**src/rtl/task_unit_arbiter.sv**
```systemverilog
// Round-robin arbiter that sequences N requesters onto one shared add-one unit
// (a package task with an output argument) and returns results over valid/ready.

package my_pkg;
    // Widest operand the shared unit supports; callers zero-extend and truncate.
    localparam int MAX_W = 64;

    task automatic add_one(input logic [MAX_W-1:0] a, output logic [MAX_W-1:0] x);
        x = a + 1'b1;
    endtask
endpackage

module task_unit_arbiter #(
    parameter int N   = 4,
    parameter int W   = 8,
    parameter int LAT = 2,
    parameter int IDW = $clog2(N)
) (
    input  logic           clk,
    input  logic           rst,
    input  logic [N-1:0]   req,
    input  logic [N*W-1:0] arg,
    output logic [N-1:0]   gnt,
    output logic           busy,
    output logic           rsp_valid,
    input  logic           rsp_ready,
    output logic [IDW-1:0] rsp_id,
    output logic [W-1:0]   rsp_data
);
    localparam int CW = (LAT > 1) ? $clog2(LAT) : 1;
    localparam int XW = my_pkg::MAX_W;

    localparam logic [1:0] ST_IDLE = 2'd0;
    localparam logic [1:0] ST_BUSY = 2'd1;
    localparam logic [1:0] ST_RESP = 2'd2;

    logic [1:0]     state;
    logic [IDW-1:0] last;
    logic [IDW-1:0] id;
    logic [W-1:0]   op;
    logic [CW-1:0]  cnt;

    logic [IDW-1:0] win_idx;
    logic           win_found;
    logic [W-1:0]   arg_arr [N];
    logic [XW-1:0]  res_wide;

    function automatic logic [IDW-1:0] rr_index(input logic [IDW-1:0] base, input int k);
        return IDW'((int'(base) + k) % N);
    endfunction

    always_comb begin
        for (int i = 0; i < N; i++) begin
            arg_arr[i] = arg[i*W +: W];
        end
    end

    // Search begins one past the last served requester, so a requester that was
    // just served has the lowest priority on the next grant.
    always_comb begin
        // NOTE: outputs of a combinational block get a default first, so no path can infer a latch.
        win_found = 1'b0;
        win_idx   = '0;
        for (int k = 1; k <= N; k++) begin
            if (!win_found && req[rr_index(last, k)]) begin
                win_found = 1'b1;
                win_idx   = rr_index(last, k);
            end
        end
    end

    always_comb begin
        res_wide = '0;
        my_pkg::add_one(XW'(op), res_wide);
    end

    // Bits above W are carries out of the wrapped result and are dropped.
    if (W < XW) begin : g_res_hi
        logic unused_res_hi;
        assign unused_res_hi = ^res_wide[XW-1:W];
    end

    assign busy = (state != ST_IDLE);

    always_ff @(posedge clk) begin
        // NOTE: registers use non-blocking assignments so every branch sees pre-edge values.
        if (rst) begin
            state     <= ST_IDLE;
            gnt       <= '0;
            rsp_valid <= 1'b0;
            rsp_id    <= '0;
            rsp_data  <= '0;
            cnt       <= '0;
            last      <= IDW'(N - 1);
            id        <= '0;
            op        <= '0;
        end else begin
            case (state)
                ST_IDLE: begin
                    gnt <= '0;
                    if (win_found) begin
                        gnt   <= N'(1) << win_idx;
                        op    <= arg_arr[win_idx];
                        id    <= win_idx;
                        cnt   <= CW'(LAT - 1);
                        state <= ST_BUSY;
                    end
                end
                ST_BUSY: begin
                    gnt <= '0;
                    if (cnt != '0) begin
                        cnt <= cnt - 1'b1;
                    end else begin
                        rsp_data  <= res_wide[W-1:0];
                        rsp_id    <= id;
                        rsp_valid <= 1'b1;
                        state     <= ST_RESP;
                    end
                end
                ST_RESP: begin
                    gnt <= '0;
                    if (rsp_ready) begin
                        rsp_valid <= 1'b0;
                        last      <= id;
                        state     <= ST_IDLE;
                    end
                end
                default: begin
                    gnt       <= '0;
                    rsp_valid <= 1'b0;
                    state     <= ST_IDLE;
                end
            endcase
        end
    end

endmodule

```
**config.mk**
```make
export PLATFORM = sky130hd
export DESIGN_NAME = task_unit_arbiter
export DESIGN_NICKNAME = d
export VERILOG_FILES = /design/src/rtl/task_unit_arbiter.sv
export SDC_FILE = /design/constraint.sdc
export NUM_CORES = 1
export LEC_CHECK = 0
export ABC_AREA = 1
export CAP_MARGIN = 20
export CORE_UTILIZATION = 29
export DETAILED_ROUTE_END_ITERATION = 8
export MAX_ROUTING_LAYER = met4
export PLACE_DENSITY = 0.66
export SLEW_MARGIN = 20
export SYNTH_ARGS = -nofsm -noshare
export SYNTH_HDL_FRONTEND = slang
export SYNTH_SLANG_ARGS = --single-unit
```
**constraint.sdc**
```tcl
create_clock -name clk -period 1.5 [get_ports clk]
set_input_delay 0.3 -clock clk [delete_from_list [all_inputs] [get_ports clk]]
set_output_delay 0.3 -clock clk [all_outputs]
set_load 0.03 [all_outputs]
```
==> out/results.txt, run 1 <==
status: finished with violations
failing checks: design-rule violations, negative setup slack
Placed Area: 2680 µm²
Fillers: 683
synthesized cell area: 1970 µm²
number of global-route vias before repair: 1921
Slew Viols, Final: 0
Hold WS: 0.460 ns
Site Rows: 29
arrival time at the worst endpoint: 1.89 ns
Lkg Pwr: 1.56 nW
Avg Vias per Cell: 4.74
initial core utilization: 30.4%
RSZ-0062 raised after global routing: yes
GR Util met2: 23.8%
Routed wire per std cell: 11.3 µm
sequential share of power: 32.6%
Die H: 84.3 µm
pin count of the biggest net entering global routing: 17
final hold vios: 0
Rel. slew slack: 78.0%
Worst EP required: 1.68 ns
sw frac: 39.8%
Routed WL: 5090 µm
global routing met3 resource utilization: 3.34%
clock buffer depth: 2
Clock Latency Late Sink: 0.28 ns
Area Growth Syn to Fin: 52.3%
CP max stage delay: 0.39 ns
Pwr Density: 1040 nW/µm²
Die X-Extent: 84.3 µm
final layout net count: 413
start point of the critical path: last[0]$_SDFFE_PP1P_
switching pwr: 1.24 mW
post-DP HPWL: 3550 µm
endpoints failing setup: 16
post-route cell area: 2990 µm²
vias: 2131
H-tree depth: 2
# Max-Cap Violations: 0
Synth Instances: 295
drt drc: 3
RR Startpoint: last[0]$_SDFFE_PP1P_
skew final: 0.00354 ns
antenna violations before repair: 0
CP Cell Sequence: buf_6 -> nand2_2 -> nand2_2 -> nand2_2 -> nand2_4 -> inv_2 -> nand2_2 -> nand2_4 -> clkbuf_16 -> nand4_1 -> nand3_2 -> nand3_1 -> nand2_1 -> inv_1
clock power share: 19.5%
FF/Latch Area: 606 µm²
Initial DRC Count: 93
gr usage total: 14.7%
Hold Crit Class: flop to flop
post-route ant nets: 0
CP delay by family, top: simple AND/OR/NAND/NOR gates
first-pass GRT wire length: 8170 µm
Tmin final: 1.71 ns
Core Region: 6460 µm²
grt ovf: 0
post-synthesis sequential area ratio: 30.6%
P_int: 1.87 mW
clock root buffer: clkbuf_8
fin util: 46.4%
CTS tree: built
Placed Cells: 431
buffers and inverters on the worst path: 4
TritonCTS Buffers: 5
diode count: 0
crit-path max FO: 8
crit end category: flop
area of the multi-input gates: 1180 µm²
Comb pwr share: 47.9%
fmax: 586 MHz
peak supply drop: 0.345 mV
PnR worst setup slack: -0.207 ns
CP dominant cell by count: nand2_2
DRT Pass-1 Iters: 8
Worst Min Path Start: rsp_valid$_SDFFE_PP0P_
Worst Tran Pin Value: 0.329 ns
num ports: 55
kind of critical path: flop to flop
Clk pin slew, worst setup/hold paths: 0.06 ns
clock sink count: 30
# hold bufs at CTS: 0
count of input and output buffers: 54
Final Wtd Congestion: 0.816
met1 GRT Util: 18.1%
period utilization: 114%
startpoint types: flop
Synth Net Count: 335
fraction of layout cells with a size suffix above 1: 25.5%
Die Area: 7110 µm²
Slowest cell on crit path: dfxtp_4
syn_area_per_cell: 6.66 µm²
register bit total from synthesis: 30
synth unique cells: 29
gr busiest metal: met2
Syn. warnings: 0
Post-Layout Cell Count: 450
final timing paths:
check	depth (start not counted)	to	slack, ns
max	14	op[1]$_SDFFE_PP0P_	-0.21
min	2	rsp_valid$_SDFFE_PP0P_	0.46
max reg2reg	14	op[1]$_SDFFE_PP0P_	-0.21
min reg2reg	2	rsp_valid$_SDFFE_PP0P_	0.46
routing by layer:
metal | wire length (µm) | vias to the layer above | share of wire (%)
li1 | - | 1095 | -
met1 | 2340 | 966 | 46
met2 | 2430 | 58 | 48
met3 | 237 | 12 | 4.7
met4 | 77 | 0 | 1.5
met5 | 0 | - | 0
synth_stat cells, drive strengths merged:
library cell  count  area, µm²
a21oi            17       85.1
nand2            74        350
o31ai             1       12.5
o211ai            2       15.0
nor4              2       12.5
buf               7       68.8
clkbuf            3       11.3
o21ai            11       55.1
nor3              1       5.00
o221ai            1       8.76
xor2              4       35.0
nand3b            1       7.51
nor2             19       87.6
o21bai            2       15.0
dfxtp            30        601
ha                1       12.5
nand4            17        106
inv              66        258
or2               1       6.26
nand3            35        213
cells in the final DEF (no fill, tap or decap), types with 5 or more instances in the layout:
cell / synthesis / final
nand2_1: 59 / 45
clkdlybuf4s50_1: 0 / 34
dlygate4sd2_1: 0 / 19
nand2_2: 8 / 21
nand3_1: 32 / 19
o21ai_0: 11 / 10
nor2_1: 18 / 15
nand2_4: 7 / 9
inv_1: 60 / 59
dfxtp_1: 30 / 28
a21oi_1: 17 / 17
nand3_2: 0 / 13
buf_4: 1 / 18
nand4_1: 17 / 17
clkbuf_8: 0 / 5
flip-flops by register name (all words and copies together), names as in the netlist:
name       cells
rsp_data       8
gnt            4
op             8
rsp_valid      1
state          2
id             2
cnt            1
last           2
rsp_id         2
layout make-up:
type / count / area share [%]
multi-input cells: 191 / 39.5
repair buffers: 77 / 25.0
flip-flops and latches: 30 / 20.2
inverters: 66 / 8.94
well taps: 77 / 3.22
clock buffers: 7 / 2.55
repair inverters: 2 / 0.501
cells by family (layout without fill, tap and decap cells):
kind of cell / Yosys count / in the layout / synth area share (%)
flip-flops: 30 / 30 / 30.6
AO/OA/AOI/OAI: 34 / 34 / 9.74
XOR/XNOR: 4 / 4 / 1.78
adder cells (fa/ha/maj): 1 / 1 / 0.636
AND/OR/NAND/NOR: 150 / 152 / 40.1
buffers and inverters: 76 / 152 / 17.2
worst reg2reg max path, stage by stage, from the launching register on:
cell,delay (ns)
dfxtp_4,0.39
buf_6,0.14
nand2_2,0.05
nand2_2,0.06
nand2_2,0.10
nand2_4,0.08
inv_2,0.08
nand2_2,0.07
nand2_4,0.12
clkbuf_16,0.17
nand4_1,0.09
nand3_2,0.08
nand3_1,0.08
nand2_1,0.08
inv_1,0.04
stage by stage:
step                total power [mW]  setup TNS, ns  worst slack [ns]
finish                          3.11          -2.78            -0.207
global route                    3.31          -4.41            -0.306
CTS                             3.03          -2.68            -0.202
detailed placement              2.34          -7.93            -0.574
global placement                2.32          -7.39            -0.535
floorplan                       1.90         -0.731           -0.0849
power groups by stage:
| stage | registers, mW | clock network (mW) | logic [mW] |
|---|---|---|---|
| 3_3_place_gp | 1.03 | 0 | 1.29 |
| 3_5_place_dp | 1.04 | 0 | 1.31 |
| 6_report | 1.01 | 0.608 | 1.49 |
| 2_1_floorplan | 1.14 | 0 | 0.765 |
| 4_1_cts | 1.01 | 0.609 | 1.41 |
| 5_1_grt | 1.03 | 0.647 | 1.64 |
timing repair:
item                       in CTS  in global routing
setup endpoints to repair      29                 17
gates resized for setup        47                 17
pin swaps                       5                  9
setup buffers                   6                  1
cloned                          4                  1
(Power assumes the default switching activity.)
==> run 2, diff against run 1 <==
--- a/config.mk
+++ b/config.mk
@@ -8,9 +8,11 @@
 export ABC_AREA = 1
 export CAP_MARGIN = 20
 export CORE_UTILIZATION = 29
+export CTS_BUF_LIST = sky130_fd_sc_hd__clkbuf_4
 export DETAILED_ROUTE_END_ITERATION = 8
 export MAX_ROUTING_LAYER = met4
 export PLACE_DENSITY = 0.66
+export SKIP_LAST_GASP = 1
 export SLEW_MARGIN = 20
 export SYNTH_ARGS = -nofsm -noshare
 export SYNTH_HDL_FRONTEND = slang
==> constraint.sdc (replaced) <==
create_clock -name clk -period 1.5 [get_ports clk]
set_input_delay 0.3 -clock clk [delete_from_list [all_inputs] [get_ports clk]]
set_output_delay 0.3 -clock clk [all_outputs]
set_load 0.02 [all_outputs]
==> run 2 against run 1 <==
Effect of this change: the flow still finishes with violations (design-rule violations, negative setup slack); sequential share of layout area unchanged; die area unchanged; clock power decreased by 23%; utilization unchanged; via count increased by 1.1%; power decreased by 6.4%; sequential cell count unchanged; final cell count increased by 0.67%; non-clock buffer count increased by 4; combinational power decreased by 4%; register-to-register slack got worse by 0.04 ns.
==> out/results.txt, run 2 (synthesis gave the netlist of run 1 again) <==
H-tree depth: 2 (unchanged)
metal3 WL: 236 µm (-0.42%)
initial core utilization: 30.4% (unchanged)
WL met1: 2290 µm (-2.1%)
Hold WS: 0.468 ns (+0.00856 ns)
pin count of the biggest net entering global routing: 17 (unchanged)
final layout net count: 415 (+0.48%)
Die X-Extent: 84.3 µm (unchanged)
Hold Crit Class: flop to flop
post-DP HPWL: 3590 µm (+1.2%)
Setup TNS Final: -3.00 ns (-0.220 ns)
count of input and output buffers: 54 (unchanged)
DR WL met2: 2600 µm (+6.9%)
crit end category: flop
Slew Viols, Final: 0 (unchanged)
Die H: 84.3 µm (unchanged)
number of global-route vias before repair: 2072 (+7.9%)
Area Growth Syn to Fin: 52.3% (unchanged)
CP Cell Sequence: buf_6 -> nand2_1 -> nand2_2 -> nand2_2 -> nand2_4 -> inv_4 -> nand3_4 -> buf_12 -> buf_12 -> nand4_1 -> nand3_1 -> nand3_2 -> nand2_1 -> inv_1
Routed wire per std cell: 11.4 µm (+1.2%)
# Max-Cap Violations: 0 (unchanged)
CP max stage delay: 0.42 ns (+0.03 ns)
CP delay by family, top: simple AND/OR/NAND/NOR gates
Pwr Density: 973 nW/µm² (-6.4%)
Worst EP required: 1.74 ns (+0.06 ns)
fraction of layout cells with a size suffix above 1: 23.9% (-1.5 points)
grt ovf: 0 (unchanged)
Die Area: 7110 µm² (unchanged)
Rel. slew slack: 77.1% (-0.87 points)
Clock Latency Late Sink: 0.33 ns (+0.05 ns)
clock root buffer: clkbuf_4
fmax: 573 MHz (-2.2%)
buffers and inverters on the worst path: 5 (+1)
Core Region: 6460 µm² (unchanged)
Top Metal Used: met4
# hold bufs at CTS: 0 (unchanged)
post-route cell area: 2990 µm² (unchanged)
DRT Pass-1 Iters: 8 (unchanged)
Fillers: 666 (-2.5%)
Avg Vias per Cell: 4.75 (+0.41%)
Worst Tran Pin Value: 0.342 ns (+0.0131 ns)
status: finished with violations
first-pass GRT wire length: 8800 µm (+7.8%)
failing checks: design-rule violations, negative setup slack
Lkg Pwr: 1.57 nW (+0.50%)
fin util: 46.4% (unchanged)
clock buffer depth: 2 (unchanged)
Initial DRC Count: 80 (-14%)
antenna violations before repair: 0 (unchanged)
drt drc: 3 (unchanged)
Clk pin slew, worst setup/hold paths: 0.10 ns (+0.04 ns)
r2r setup slk: -0.24 ns (-0.04 ns)
PnR worst setup slack: -0.245 ns (-0.0377 ns)
Routed WL: 5180 µm (+1.9%)
commonest cells after routing, fill and taps aside: inv_1, nand2_1, clkdlybuf4s50_1
peak supply drop: 0.306 mV (-11%)
num ports: 55 (unchanged)
CTS tree: built
startpoint types: flop
post-route ant nets: 0 (unchanged)
TritonCTS Buffers: 5 (unchanged)
crit-path max FO: 8 (unchanged)
Slowest cell on crit path: dfxtp_4
Regs by FF count: op: 8 flops, rsp_data: 8 flops, gnt: 4 flops
Placed Area: 2690 µm² (+0.37%)
gr usage total: 15.6% (+0.90 points)
Tmin final: 1.74 ns (+0.0377 ns)
diode count: 0 (unchanged)
Site Rows: 29 (unchanged)
clock sink count: 30 (unchanged)
Post-Layout Cell Count: 453 (+0.67%)
arrival time at the worst endpoint: 1.98 ns (+0.09 ns)
skew final: 0.00934 ns (+0.00580 ns)
kind of critical path: flop to flop
Placed Cells: 432 (+0.23%)
Final Wtd Congestion: 0.807 (-1.1%)
vias: 2154 (+1.1%)
period utilization: 116% (+2.5 points)
leading cell type in the layout, fill and taps excluded: inv_1
final hold vios: 0 (unchanged)
RSZ-0062 raised after global routing: yes
endpoints failing setup: 16 (unchanged)
-- run 2: cell count changes in the layout (fill, tap and decap cells not counted), moves of 2 or more --
cell | previous run | this run
clkdlybuf4s50_1 | 34 | 37
nand3_2 | 13 | 8
clkbuf_1 | 2 | 0
nand2_2 | 21 | 18
buf_4 | 18 | 16
inv_6 | 2 | 0
buf_6 | 2 | 6
clkbuf_4 | 0 | 6
nand3_1 | 19 | 26
clkbuf_8 | 5 | 0
dlygate4sd2_1 | 19 | 16
inv_2 | 4 | 2
-- run 2: area by class of cell --
class	instances	area (µm²)	area share [%]
clock buffers	6	45.0	1.50
clock inverters	2	8.76	0.293
inverters	66	268	8.94
multi-input cells	191	1160	38.7
flip-flops and latches	30	606	20.2
well taps	77	96.3	3.22
repair buffers	81	811	27.1
-- run 2: worst register-to-register path, stage by stage (launching register included) --
cell and delay (ns):
dfxtp_4 0.42, buf_6 0.14, nand2_1 0.06, nand2_2 0.10, nand2_2 0.07, nand2_4 0.10
inv_4 0.04, nand3_4 0.12, buf_12 0.13, buf_12 0.11, nand4_1 0.08, nand3_1 0.10
nand3_2 0.09, nand2_1 0.07, inv_1 0.03
-- run 2: report_power, final --
part / switching, mW / total, mW / internal, mW
registers: 0.0753 / 1.01 / 0.936
logic: 0.811 / 1.43 / 0.619
clock network: 0.277 / 0.471 / 0.194
-- run 2: metrics by stage --
step                      total power [mW]  setup slack [ns]
after CTS                             2.87            -0.222
after detailed placement              2.30            -0.573
final                                 2.91            -0.245
after global placement                2.29            -0.537
after floorplan                       1.85           -0.0849
after global routing                  3.12            -0.410
-- run 2: final timing paths --
| path | startpoint | end | cells past startpoint |
|---|---|---|---|
| worst min register to register | rsp_valid$_SDFFE_PP0P_ | rsp_valid$_SDFFE_PP0P_ | 2 |
| worst max-delay path | last[0]$_SDFFE_PP1P_ | op[0]$_SDFFE_PP0P_ | 14 |
| worst min-delay path | rsp_valid$_SDFFE_PP0P_ | rsp_valid$_SDFFE_PP0P_ | 2 |
| worst max register to register | last[0]$_SDFFE_PP1P_ | op[0]$_SDFFE_PP0P_ | 14 |
-- run 2: metal layers --
| layer | up-vias | global-route usage [%] |
|---|---|---|
| met5 | - | - |
| met4 | 0 | 4.31 |
| met3 | 10 | 3.54 |
| met2 | 52 | 27.0 |
| li1 | 1100 | - |
| met1 | 992 | 18.1 |
-- run 2: timing repair --
action / CTS / global route
gates resized for setup: 47 / 13
pin swaps: 38 / 9
endpoints found under the setup margin: 32 / 18
setup buffers: 9 / 1
gates cloned: 3 / 0
==> run 3, diff against run 2 <==
--- a/config.mk
+++ b/config.mk
@@ -11,7 +11,7 @@
 export CTS_BUF_LIST = sky130_fd_sc_hd__clkbuf_4
 export DETAILED_ROUTE_END_ITERATION = 8
 export MAX_ROUTING_LAYER = met4
-export PLACE_DENSITY = 0.66
+export REMOVE_ABC_BUFFERS = 1
 export SKIP_LAST_GASP = 1
 export SLEW_MARGIN = 20
 export SYNTH_ARGS = -nofsm -noshare
==> run 3 against run 2 <==
Effect of this change: the run still ends with design-rule violations, negative setup slack left; global-route usage up 0.26 points; cell area up 2.5%; via count up 0.51%; sequential cell count unchanged; register-to-register slack worse by 0.05 ns; routed wire length up 2.5%; power down 0.31%; die area unchanged; first-iteration DRC count down 50%; final cell count up 0.44%; utilization up 1.2 points; worst hold slack worse by 0.00084 ns.
==> out/results.txt, run 3 (synthesis gave the netlist of run 1 again) <==
post-DP HPWL: 3640 µm (+1.3%)
CP Cell Sequence: buf_12 -> inv_8 -> nand2_1 -> nand2_2 -> nand2_2 -> nand2_4 -> nand2_4 -> nand3_4 -> clkbuf_16 -> nand4_1 -> nand3_1 -> nand3_1 -> nand2_1 -> inv_1
PnR worst setup slack: -0.292 ns (-0.0473 ns)
Final Wtd Congestion: 0.883 (+9.5%)
DR WL met2: 2610 µm (+0.46%)
clock sink count: 30 (unchanged)
crit-path max FO: 8 (unchanged)
cells on worst reg2reg path: 14 (unchanged)
startpoint types: flop
H-tree depth: 2 (unchanged)
TritonCTS Buffers: 5 (unchanged)
failing checks: design-rule violations, negative setup slack
total power: 2.90 mW (-0.31%)
Area Growth Syn to Fin: 56.1%
Die H: 84.3 µm (unchanged)
Worst Min Path Start: rsp_valid$_SDFFE_PP0P_
drt drc: 6 (+3)
pin count of the biggest net entering global routing: 17 (unchanged)
# hold bufs at CTS: 0 (unchanged)
arrival time at the worst endpoint: 2.04 ns (+0.06 ns)
CTS tree: built
Fillers: 655 (-1.7%)
# Max-Cap Violations: 0 (unchanged)
fmax: 558 MHz (-2.6%)
fraction of layout cells with a size suffix above 1: 23.0% (-0.92 points)
initial core utilization: 30.4% (unchanged)
Die X-Extent: 84.3 µm (unchanged)
switching pwr: 1.16 mW (about the same)
kind of critical path: flop to flop
Setup TNS Final: -3.25 ns (-0.251 ns)
Worst Tran Pin Value: 0.333 ns (-0.00963 ns)
Regs by FF count: op: 8 flops, rsp_data: 8 flops, gnt: 4 flops
Slowest cell on crit path: dfxtp_4
final hold vios: 0 (unchanged)
Routed wire per std cell: 11.7 µm (+2.0%)
Comb pwr share: 49.3% (+0.2 points)
Initial DRC Count: 40 (-50%)
sequential share of power: 34.7% (about the same)
Lkg Pwr: 1.60 nW (+1.7%)
Hold Path End: rsp_valid$_SDFFE_PP0P_
Pwr Density: 946 nW/µm² (-2.7%)
final layout net count: 417 (+0.48%)
Worst Hold Depth: 2 (unchanged)
Slew Viols, Final: 0 (unchanged)
peak supply drop: 0.315 mV (+3.1%)
post-route ant nets: 0 (unchanged)
endpoints failing setup: 16 (unchanged)
Core Region: 6460 µm² (unchanged)
Site Rows: 29 (unchanged)
Routed WL: 5310 µm (+2.5%)
CP max stage delay: 0.37 ns (-0.05 ns)
buffers and inverters on the worst path: 4 (-1)
number of global-route vias before repair: 2022 (-2.4%)
first-pass GRT wire length: 8870 µm (+0.70%)
r2r setup slk: -0.29 ns (-0.05 ns)
vias: 2165 (+0.51%)
clock root buffer: clkbuf_4
CP delay by family, top: simple AND/OR/NAND/NOR gates
gr usage total: 15.8% (+0.26 points)
skew final: 0.00770 ns (-0.00165 ns)
Avg Vias per Cell: 4.76 (about the same)
Worst EP required: 1.75 ns (about the same)
P_int: 1.74 mW (-0.56%)
Hold Crit Class: flop to flop
clock power share: 16.0% (-0.2 points)
Clk pin slew, worst setup/hold paths: 0.10 ns (about the same)
diode count: 0 (unchanged)
Clock Latency Late Sink: 0.34 ns (about the same)
WL met1: 2340 µm (+2.3%)
DRT Pass-1 Iters: 6 (-2)
period utilization: 119% (+3.2 points)
sw frac: 40.1% (+0.15 points)
antenna violations before repair: 0 (unchanged)
Reg-to-Reg End: op[4]$_SDFFE_PP0P_
metal3 WL: 319 µm (+35%)
clock buffer depth: 2 (unchanged)
leading cell type in the layout, fill and taps excluded: inv_1
num ports: 55 (unchanged)
crit end category: flop
status: finished with violations
commonest cells after routing, fill and taps aside: inv_1, nand2_1, clkdlybuf4s50_1
Tmin final: 1.79 ns (+0.0473 ns)
Die Area: 7110 µm² (unchanged)
RSZ-0062 raised after global routing: yes
RR Startpoint: last[0]$_SDFFE_PP1P_
Rel. slew slack: 77.6% (+0.46 points)
grt ovf: 0 (unchanged)
count of input and output buffers: 54 (unchanged)
Top Metal Used: met4
## run 3: worst max-delay path by stage
stage                         start                 end  slack (ns)  cells after the start
6_report       last[0]$_SDFFE_PP1P_  op[4]$_SDFFE_PP0P_       -0.29                     14
5_1_grt        last[0]$_SDFFE_PP1P_  op[2]$_SDFFE_PP0P_       -0.41                     14
4_1_cts        last[0]$_SDFFE_PP1P_  op[0]$_SDFFE_PP0P_       -0.22                     15
3_5_place_dp                 req[2]  op[2]$_SDFFE_PP0P_       -0.53                     14
3_3_place_gp                 req[2]  op[7]$_SDFFE_PP0P_       -0.53                     14
2_1_floorplan  last[0]$_SDFFE_PP1P_  op[0]$_SDFFE_PP0P_       -0.33                     13
## run 3: power by group through the flow
stage               registers [mW]  clock network, mW  logic [mW]
CTS                           1.01              0.481        1.35
global route                  1.03              0.531        1.58
detailed placement            1.03                  0        1.28
global placement              1.03                  0        1.28
floorplan                     1.10                  0       0.680
finish                        1.01              0.463        1.43
## run 3: layout make-up
class                           instances  area, µm²  share of cell area [%]
Clock buffer                            5       37.5                    1.22
Inverter                               66        265                    8.64
Tap cell                               77       96.3                    3.14
Sequential cell                        30        606                    19.7
Multi-Input combinational cell        192       1160                    37.7
Clock inverter                          3       16.3                   0.530
Timing Repair Buffer                   82        890                    29.0
## run 3: routing by layer
metal  track usage [%]  vias up
met1              19.2      983
met3              4.33        7
li1                  -     1107
met2              26.2       68
met4              3.70        0
met5                 -        -
## run 3: worst reg2reg max path, cell delays in order (launching register included)
cell	delay [ns]
dfxtp_4	0.37
buf_12	0.13
inv_8	0.08
nand2_1	0.06
nand2_2	0.10
nand2_2	0.07
nand2_4	0.08
nand2_4	0.06
nand3_4	0.19
clkbuf_16	0.19
nand4_1	0.10
nand3_1	0.09
nand3_1	0.08
nand2_1	0.06
inv_1	0.03
## run 3: repair_timing
| action | 4_1_cts | 5_1_grt |
|---|---|---|
| buffers inserted | 4 | 2 |
| pin swaps | 2 | 6 |
| endpoints found under the setup margin | 30 | 18 |
| gates resized for setup | 32 | 24 |
| cloned | 4 | 2 |
## run 3: stage by stage
step	hold slack, ns	instances	worst slack, ns	utilization [%]	area, µm²
2_1_floorplan	0.369	285	-0.335	-	1890
3_3_place_gp	0.451	435	-0.530	42.4	2740
3_5_place_dp	0.465	435	-0.531	42.4	2740
4_1_cts	0.478	451	-0.221	45.3	2930
5_1_grt	0.504	455	-0.407	47.5	3070
6_report	0.467	455	-0.292	47.5	3070
